<file path="src/rtl/zapper_ctrl.sv">
// zapper_ctrl: light-gun shot sequencer.
// A debounced trigger press starts a shot. The shot shows one all-black frame and then
// one target-only frame, and it measures the photodiode during each. It scores a hit
// only when the gun saw light on the target frame and no light on the black frame.
// The block also tracks the shots left and the hits for the current round.
module zapper_ctrl #(
   parameter int DEBOUNCE_CYCLES = 250000,
   parameter int MIN_LIGHT_PIX   = 64,
   parameter int SHOTS_PER_ROUND = 3
) (
   input  logic       clk,
   input  logic       reset_n,
   input  logic       trigger,
   input  logic       sensor,
   input  logic       frame_start,
   input  logic       valid,
   input  logic       game_enable,
   input  logic       round_start,
   output logic       show_black,
   output logic       show_target,
   output logic       busy,
   output logic       hit,
   output logic       miss,
   output logic [2:0] shots_left,
   output logic [7:0] hit_count
);

   localparam int            DB_W       = (DEBOUNCE_CYCLES > 1) ? $clog2(DEBOUNCE_CYCLES + 1) : 1;
   localparam logic [DB_W-1:0] DB_LAST  = DB_W'(DEBOUNCE_CYCLES - 1);
   localparam logic [15:0]   MIN_PIX    = 16'(MIN_LIGHT_PIX);
   localparam logic [2:0]    SHOTS_INIT = 3'(SHOTS_PER_ROUND);

   typedef enum logic [2:0] {
      IDLE     = 3'd0,
      ARM_WAIT = 3'd1,
      BLACK    = 3'd2,
      TARGET   = 3'd3,
      RESULT   = 3'd4,
      COOLDOWN = 3'd5
   } state_t;

   state_t            r_state;
   state_t            w_nextState;

   logic              r_trigMeta;
   logic              r_trigSync;
   logic              r_sensMeta;
   logic              r_sensSync;

   logic [DB_W-1:0]   r_dbCnt;
   logic              r_dbTrig;
   logic              r_dbTrigPrev;
   logic              w_shotReq;

   logic [15:0]       r_lightCnt;
   logic [15:0]       r_blackCnt;
   logic              w_lightInc;
   logic [15:0]       w_lightSum;
   logic              w_enterBlack;
   logic              w_enterTarget;
   logic              w_enterResult;
   logic              w_isHit;

   logic              r_showBlack;
   logic              r_showTarget;
   logic              r_busy;
   logic              r_hit;
   logic              r_miss;
   logic [2:0]        r_shotsLeft;
   logic [7:0]        r_hitCount;

   // Two-flop synchronizers for the asynchronous trigger and photodiode inputs.
   always_ff @(posedge clk or negedge reset_n) begin
      if (!reset_n) begin
         r_trigMeta <= 1'b0;
         r_trigSync <= 1'b0;
         r_sensMeta <= 1'b0;
         r_sensSync <= 1'b0;
      end else begin
         r_trigMeta <= trigger;
         r_trigSync <= r_trigMeta;
         r_sensMeta <= sensor;
         r_sensSync <= r_sensMeta;
      end
   end

   // The debounced level flips only after the synced trigger has held the new level for
   // DEBOUNCE_CYCLES cycles in a row. Any cycle back at the old level restarts the count.
   always_ff @(posedge clk or negedge reset_n) begin
      if (!reset_n) begin
         r_dbCnt      <= '0;
         r_dbTrig     <= 1'b0;
         r_dbTrigPrev <= 1'b0;
      end else begin
         r_dbTrigPrev <= r_dbTrig;
         if (r_trigSync != r_dbTrig) begin
            if (r_dbCnt == DB_LAST) begin
               r_dbTrig <= r_trigSync;
               r_dbCnt  <= '0;
            end else begin
               r_dbCnt <= r_dbCnt + DB_W'(1);
            end
         end else begin
            r_dbCnt <= '0;
         end
      end
   end

   assign w_shotReq = r_dbTrig & ~r_dbTrigPrev;

   // State register for the shot sequencer.
   always_ff @(posedge clk or negedge reset_n) begin
      if (!reset_n) begin
         r_state <= IDLE;
      end else begin
         r_state <= w_nextState;
      end
   end

   // Next-state logic. round_start overrides everything, and a disabled game aborts a
   // shot only before the result is decided.
   always_comb begin
      w_nextState = r_state;
      case (r_state)
         IDLE: begin
            if (w_shotReq && game_enable && (r_shotsLeft != 3'd0)) begin
               w_nextState = ARM_WAIT;
            end
         end
         ARM_WAIT: begin
            if (!game_enable) begin
               w_nextState = IDLE;
            end else if (frame_start) begin
               w_nextState = BLACK;
            end
         end
         BLACK: begin
            if (!game_enable) begin
               w_nextState = IDLE;
            end else if (frame_start) begin
               w_nextState = TARGET;
            end
         end
         TARGET: begin
            if (!game_enable) begin
               w_nextState = IDLE;
            end else if (frame_start) begin
               w_nextState = RESULT;
            end
         end
         RESULT: begin
            w_nextState = COOLDOWN;
         end
         COOLDOWN: begin
            if (!r_dbTrig) begin
               w_nextState = IDLE;
            end
         end
         default: begin
            w_nextState = IDLE;
         end
      endcase
      if (round_start) begin
         w_nextState = IDLE;
      end
   end

   assign w_enterBlack  = (r_state != BLACK)  && (w_nextState == BLACK);
   assign w_enterTarget = (r_state != TARGET) && (w_nextState == TARGET);
   assign w_enterResult = (r_state != RESULT) && (w_nextState == RESULT);

   // The running light count includes the current cycle. That way the frame_start cycle
   // that closes a frame still counts toward the frame it ends.
   assign w_lightInc = valid & r_sensSync & (r_lightCnt != 16'hFFFF);
   assign w_lightSum = r_lightCnt + {15'd0, w_lightInc};
   assign w_isHit    = (w_lightSum >= MIN_PIX) && (r_blackCnt < MIN_PIX);

   // Saturating light counter, cleared at the start of each measured frame. The black
   // frame total is latched when the target frame begins. After TARGET ends, the running
   // counter itself holds the target frame total.
   always_ff @(posedge clk or negedge reset_n) begin
      if (!reset_n) begin
         r_lightCnt <= 16'd0;
         r_blackCnt <= 16'd0;
      end else begin
         if (w_enterBlack || w_enterTarget) begin
            r_lightCnt <= 16'd0;
         end else begin
            r_lightCnt <= w_lightSum;
         end
         if (w_enterTarget) begin
            r_blackCnt <= w_lightSum;
         end
      end
   end

   // Registered display commands, busy flag and verdict pulses. They are all decoded
   // from the next state, so they line up exactly with the state register.
   always_ff @(posedge clk or negedge reset_n) begin
      if (!reset_n) begin
         r_showBlack  <= 1'b0;
         r_showTarget <= 1'b0;
         r_busy       <= 1'b0;
         r_hit        <= 1'b0;
         r_miss       <= 1'b0;
      end else begin
         r_showBlack  <= (w_nextState == BLACK);
         r_showTarget <= (w_nextState == TARGET);
         r_busy       <= (w_nextState != IDLE);
         r_hit        <= w_enterResult && w_isHit;
         r_miss       <= w_enterResult && !w_isHit;
      end
   end

   // Round bookkeeping. A completed shot is charged at the end of its RESULT cycle, and a
   // coincident round_start wins so that the round simply reloads.
   always_ff @(posedge clk or negedge reset_n) begin
      if (!reset_n) begin
         r_shotsLeft <= SHOTS_INIT;
         r_hitCount  <= 8'd0;
      end else if (round_start) begin
         r_shotsLeft <= SHOTS_INIT;
         r_hitCount  <= 8'd0;
      end else if (r_state == RESULT) begin
         if (r_shotsLeft != 3'd0) begin
            r_shotsLeft <= r_shotsLeft - 3'd1;
         end
         if (r_hit && (r_hitCount != 8'hFF)) begin
            r_hitCount <= r_hitCount + 8'd1;
         end
      end
   end

   assign show_black  = r_showBlack;
   assign show_target = r_showTarget;
   assign busy        = r_busy;
   assign hit         = r_hit;
   assign miss        = r_miss;
   assign shots_left  = r_shotsLeft;
   assign hit_count   = r_hitCount;

endmodule
</file>
<file path="config.mk">
export PLATFORM = sky130hd
export DESIGN_NAME = zapper_ctrl
export DESIGN_NICKNAME = d
export VERILOG_FILES = /design/src/rtl/zapper_ctrl.sv
export SDC_FILE = /design/constraint.sdc
export NUM_CORES = 1
export LEC_CHECK = 0
export ABC_AREA = 1
export ABC_CLOCK_PERIOD_IN_PS = 2150
export CAP_MARGIN = 20
export CORE_UTILIZATION = 46
export CTS_CLUSTER_DIAMETER = 120
export DETAILED_ROUTE_END_ITERATION = 16
export PLACE_DENSITY = 0.63
export SETUP_SLACK_MARGIN = 0.15
export SYNTH_ARGS = -nofsm -noshare
export SYNTH_HDL_FRONTEND = slang
export SYNTH_SLANG_ARGS = --single-unit
</file>
<file path="constraint.sdc">
create_clock -name clk -period 2.15 [get_ports clk]
set_input_delay 0.43 -clock clk [delete_from_list [all_inputs] [get_ports clk]]
set_output_delay 0.43 -clock clk [all_outputs]
set_load 0.01 [all_outputs]
</file>
==> flow_summary.json <==
{
  "fin_util_pct": 68.11,
  "power_density_mw_per_mm2": 666.2,
  "syn-num-nets": 429,
  "clk_path_buf_depth": 2,
  "r2r-start": "r_lightCnt[8]",
  "syn_area_mm2": 0.003378,
  "fin_cells": 600,
  "setup_violations": 2,
  "grt_max_degree": 70,
  "place_ws_ps": -322.7,
  "max_cap_viol_count": 0,
  "insertedDiodeCount": 0,
  "run_status": "complete, but fails checks",
  "yosysTopAreaCell": "dfrtp_1",
  "clk_pin_slew_worst_paths_ps": 80,
  "nets": 513,
  "worst_slack_ps": -149.5,
  "leakagePower_uw": 0.002166,
  "vias": 2973,
  "die_width_um": 87.70,
  "fillerInstances": 549,
  "multi_input_area_mm2": 0.001708,
  "rr_endpoint": "miss",
  "slew_headroom_pct": 71.14,
  "grt_pass1_vias": 2785,
  "wl_um": 7800,
  "layout_min_cycle_time_ps": 2299,
  "fin_tns_setup_ps": -280.5,
  "rsz0062_at_grt": "true",
  "cts_buffers": 9,
  "synth_flop_cell": "dfrtp_1",
  "syn_inst": 415,
  "place_congestion": 0.8823,
  "antenna_found_initial": 0,
  "end_kind": "flip-flop",
  "crit_required_ps": 2420,
  "drcViolationCount": 0,
  "yosys_warnings": 0,
  "cts-root-buf": "clkbuf_8",
  "cts_tree": "built",
  "drt_iter0_markers": 204,
  "routedWlPerCell_um": 13.00,
  "area_growth_syn_to_layout_pct": 40.00,
  "synth_edf_count": 0,
  "drive_gt1_share_pct": 29.37,
  "grt_remaining_overflow": 0,
  "avgSynthCellArea_um2": 8.140,
  "violations": "negative setup slack",
  "grtUsageTotal_pct": 21.04,
  "drv_slew": 0,
  "peakVddDrop_v": 0.0003305,
  "post-dp-hpwl_um": 4852,
  "final_common_cell": "dfrtp_1",
  "synthTopCellsByArea": "dfrtp_1 (50%), nand2_1 (9.3%), nor2_1 (7.8%)",
  "ys_seq_area_share_pct": 51.19,
  "cp_max_fo": 4,
  "clk-insertion-delay-late_ps": 340,
  "cts_sinks": 69,
  "die_height_um": 87.70,
  "start_util_pct": 48.65,
  "regArea_mm2": 0.001729,
  "first_pass_iters": 4,
  "grt_pass1_wl_um": 12480,
  "core.rowCount": 30,
  "io_buffers": 23,
  "worstSetupPathType": "reg2reg",
  "tightestPinTransition_ps": 429.6,
  "antenna_left": 0,
  "die_area_mm2": 0.007690,
  "skew_ps": 10.07,
  "worstRegToRegCells": 16,
  "r2r_setup_slack_ps": -150,
  "place_inst": 569,
  "fmax_mhz": 434.9,
  "final_cell_mix": "dfrtp_1 (67), nand2_1 (66), nor2_1 (57), inv_1 (49), buf_4 (42)",
  "ys_seq_elements": 69,
  "postCtsHoldBufs": 0,
  "core_area_mm2": 0.006944,
  "htree_levels": 3,
  "avgViaCountPerCell": 4.955,
  "synth_top_area_share_pct": 49.63,
  "worstPathArrival_ps": 2560,
  "synth_cell_types": 32,
  "holdCritPathClass": "in2async",
  "fin_crit_sh_pct": 107.0,
  "cp-start-kind": "flip-flop",
  "final_hold_viol_count": 0,
  "ios": 24,
  "postSynth.asyncResetShare_pct": 100.0
}
## flip-flops by register name (all words and copies together) (netlist names), 3 cells and up
signal      cells
r_dbCnt        18
r_lightCnt     16
r_blackCnt     10
hit_count       8
r_state         3
shots_left      3
## synthesized netlist by cell type (all sizes together) (2+ instances only)
| master | instances |
|---|---|
| nand2 | 88 |
| nor2 | 75 |
| dfrtp | 67 |
| inv | 58 |
| nand3 | 31 |
| o21ai | 28 |
| a21oi | 16 |
| nor3 | 8 |
| nand4 | 7 |
| ha | 6 |
| xor2 | 6 |
| a31oi | 3 |
| buf | 3 |
| nor4 | 3 |
| xnor2 | 3 |
| and3 | 2 |
| dfstp | 2 |
| nor3b | 2 |
| o21a | 2 |
| o21bai | 2 |
## through the flow
stage	cell area, um^2	hold WS (ps)	power (uW)
after floorplan	3408	134.4	1621
after global placement	4030	337.4	1791
after detailed placement	4030	335.5	1792
after CTS	4438	109.3	3135
after global routing	4730	121.7	3295
final	4730	82.18	3151
## kinds of logic after synthesis
logic type	count (synthesis)	synth area share, %
simple gates	216	27.85
mux	1	0.3333
compound gates	52	8.407
xor+xnor	9	2.333
fa+ha+maj	6	2.222
flops	69	51.19
buf+inv	62	7.666
## layer usage
metal	track usage [%]	routed length [um]	up-vias
met5	0	0	-
met4	8.495	117	0
met3	3.864	177	14
met2	33.45	3698	47
met1	28.57	3807	1411
li1	-	-	1501
## worst max path at each step
stage | startpoint | end | slack (ps) | depth (start not counted)
floorplan | r_lightCnt[9] | hit | 90 | 17
global placement | r_lightCnt[9] | hit | -250 | 18
detailed placement | valid | hit | -320 | 13
CTS | r_lightCnt[8] | hit | -50 | 18
global route | r_lightCnt[8] | miss | -260 | 16
finish | r_lightCnt[8] | miss | -150 | 16
## layout make-up
cell class	count	area share (%)
timing repair buffer	76	15.00
clock buffer	10	2.698
tap	96	2.540
clock inverter	6	2.381
sequential	69	36.56
inverter	58	4.709
multi-input combinational	285	36.11
## worst max-delay path, stage by stage, from the launching register on
cell and delay [ps]:
dfrtp_1 400, nand2_2 90, inv_2 50, nand3_4 70, nor4_4 40, buf_4 140, a31oi_4 150, ha_4 180
ha_4 170, inv_4 40, nor2_4 140, nand4_1 150, nand2_2 110, nand3_1 90, nor2_2 150, nand3_2 90
a21oi_1 150
## power breakdown
part	switching, uW	total, uW	internal, uW
combinational	239	445	205
sequential	65.4	1430	1370
clock	501	1270	773
total	805	3150	2350
## what timing repair did
| item | in CTS | in global routing |
|---|---|---|
| buffers inserted | 6 | 6 |
| endpoints found under the setup margin | 26 | 31 |
| pin swaps | 20 | 16 |
| cloned | 0 | 3 |
| gates resized for setup | 27 | 53 |
Power figures use the tool's default switching activity.
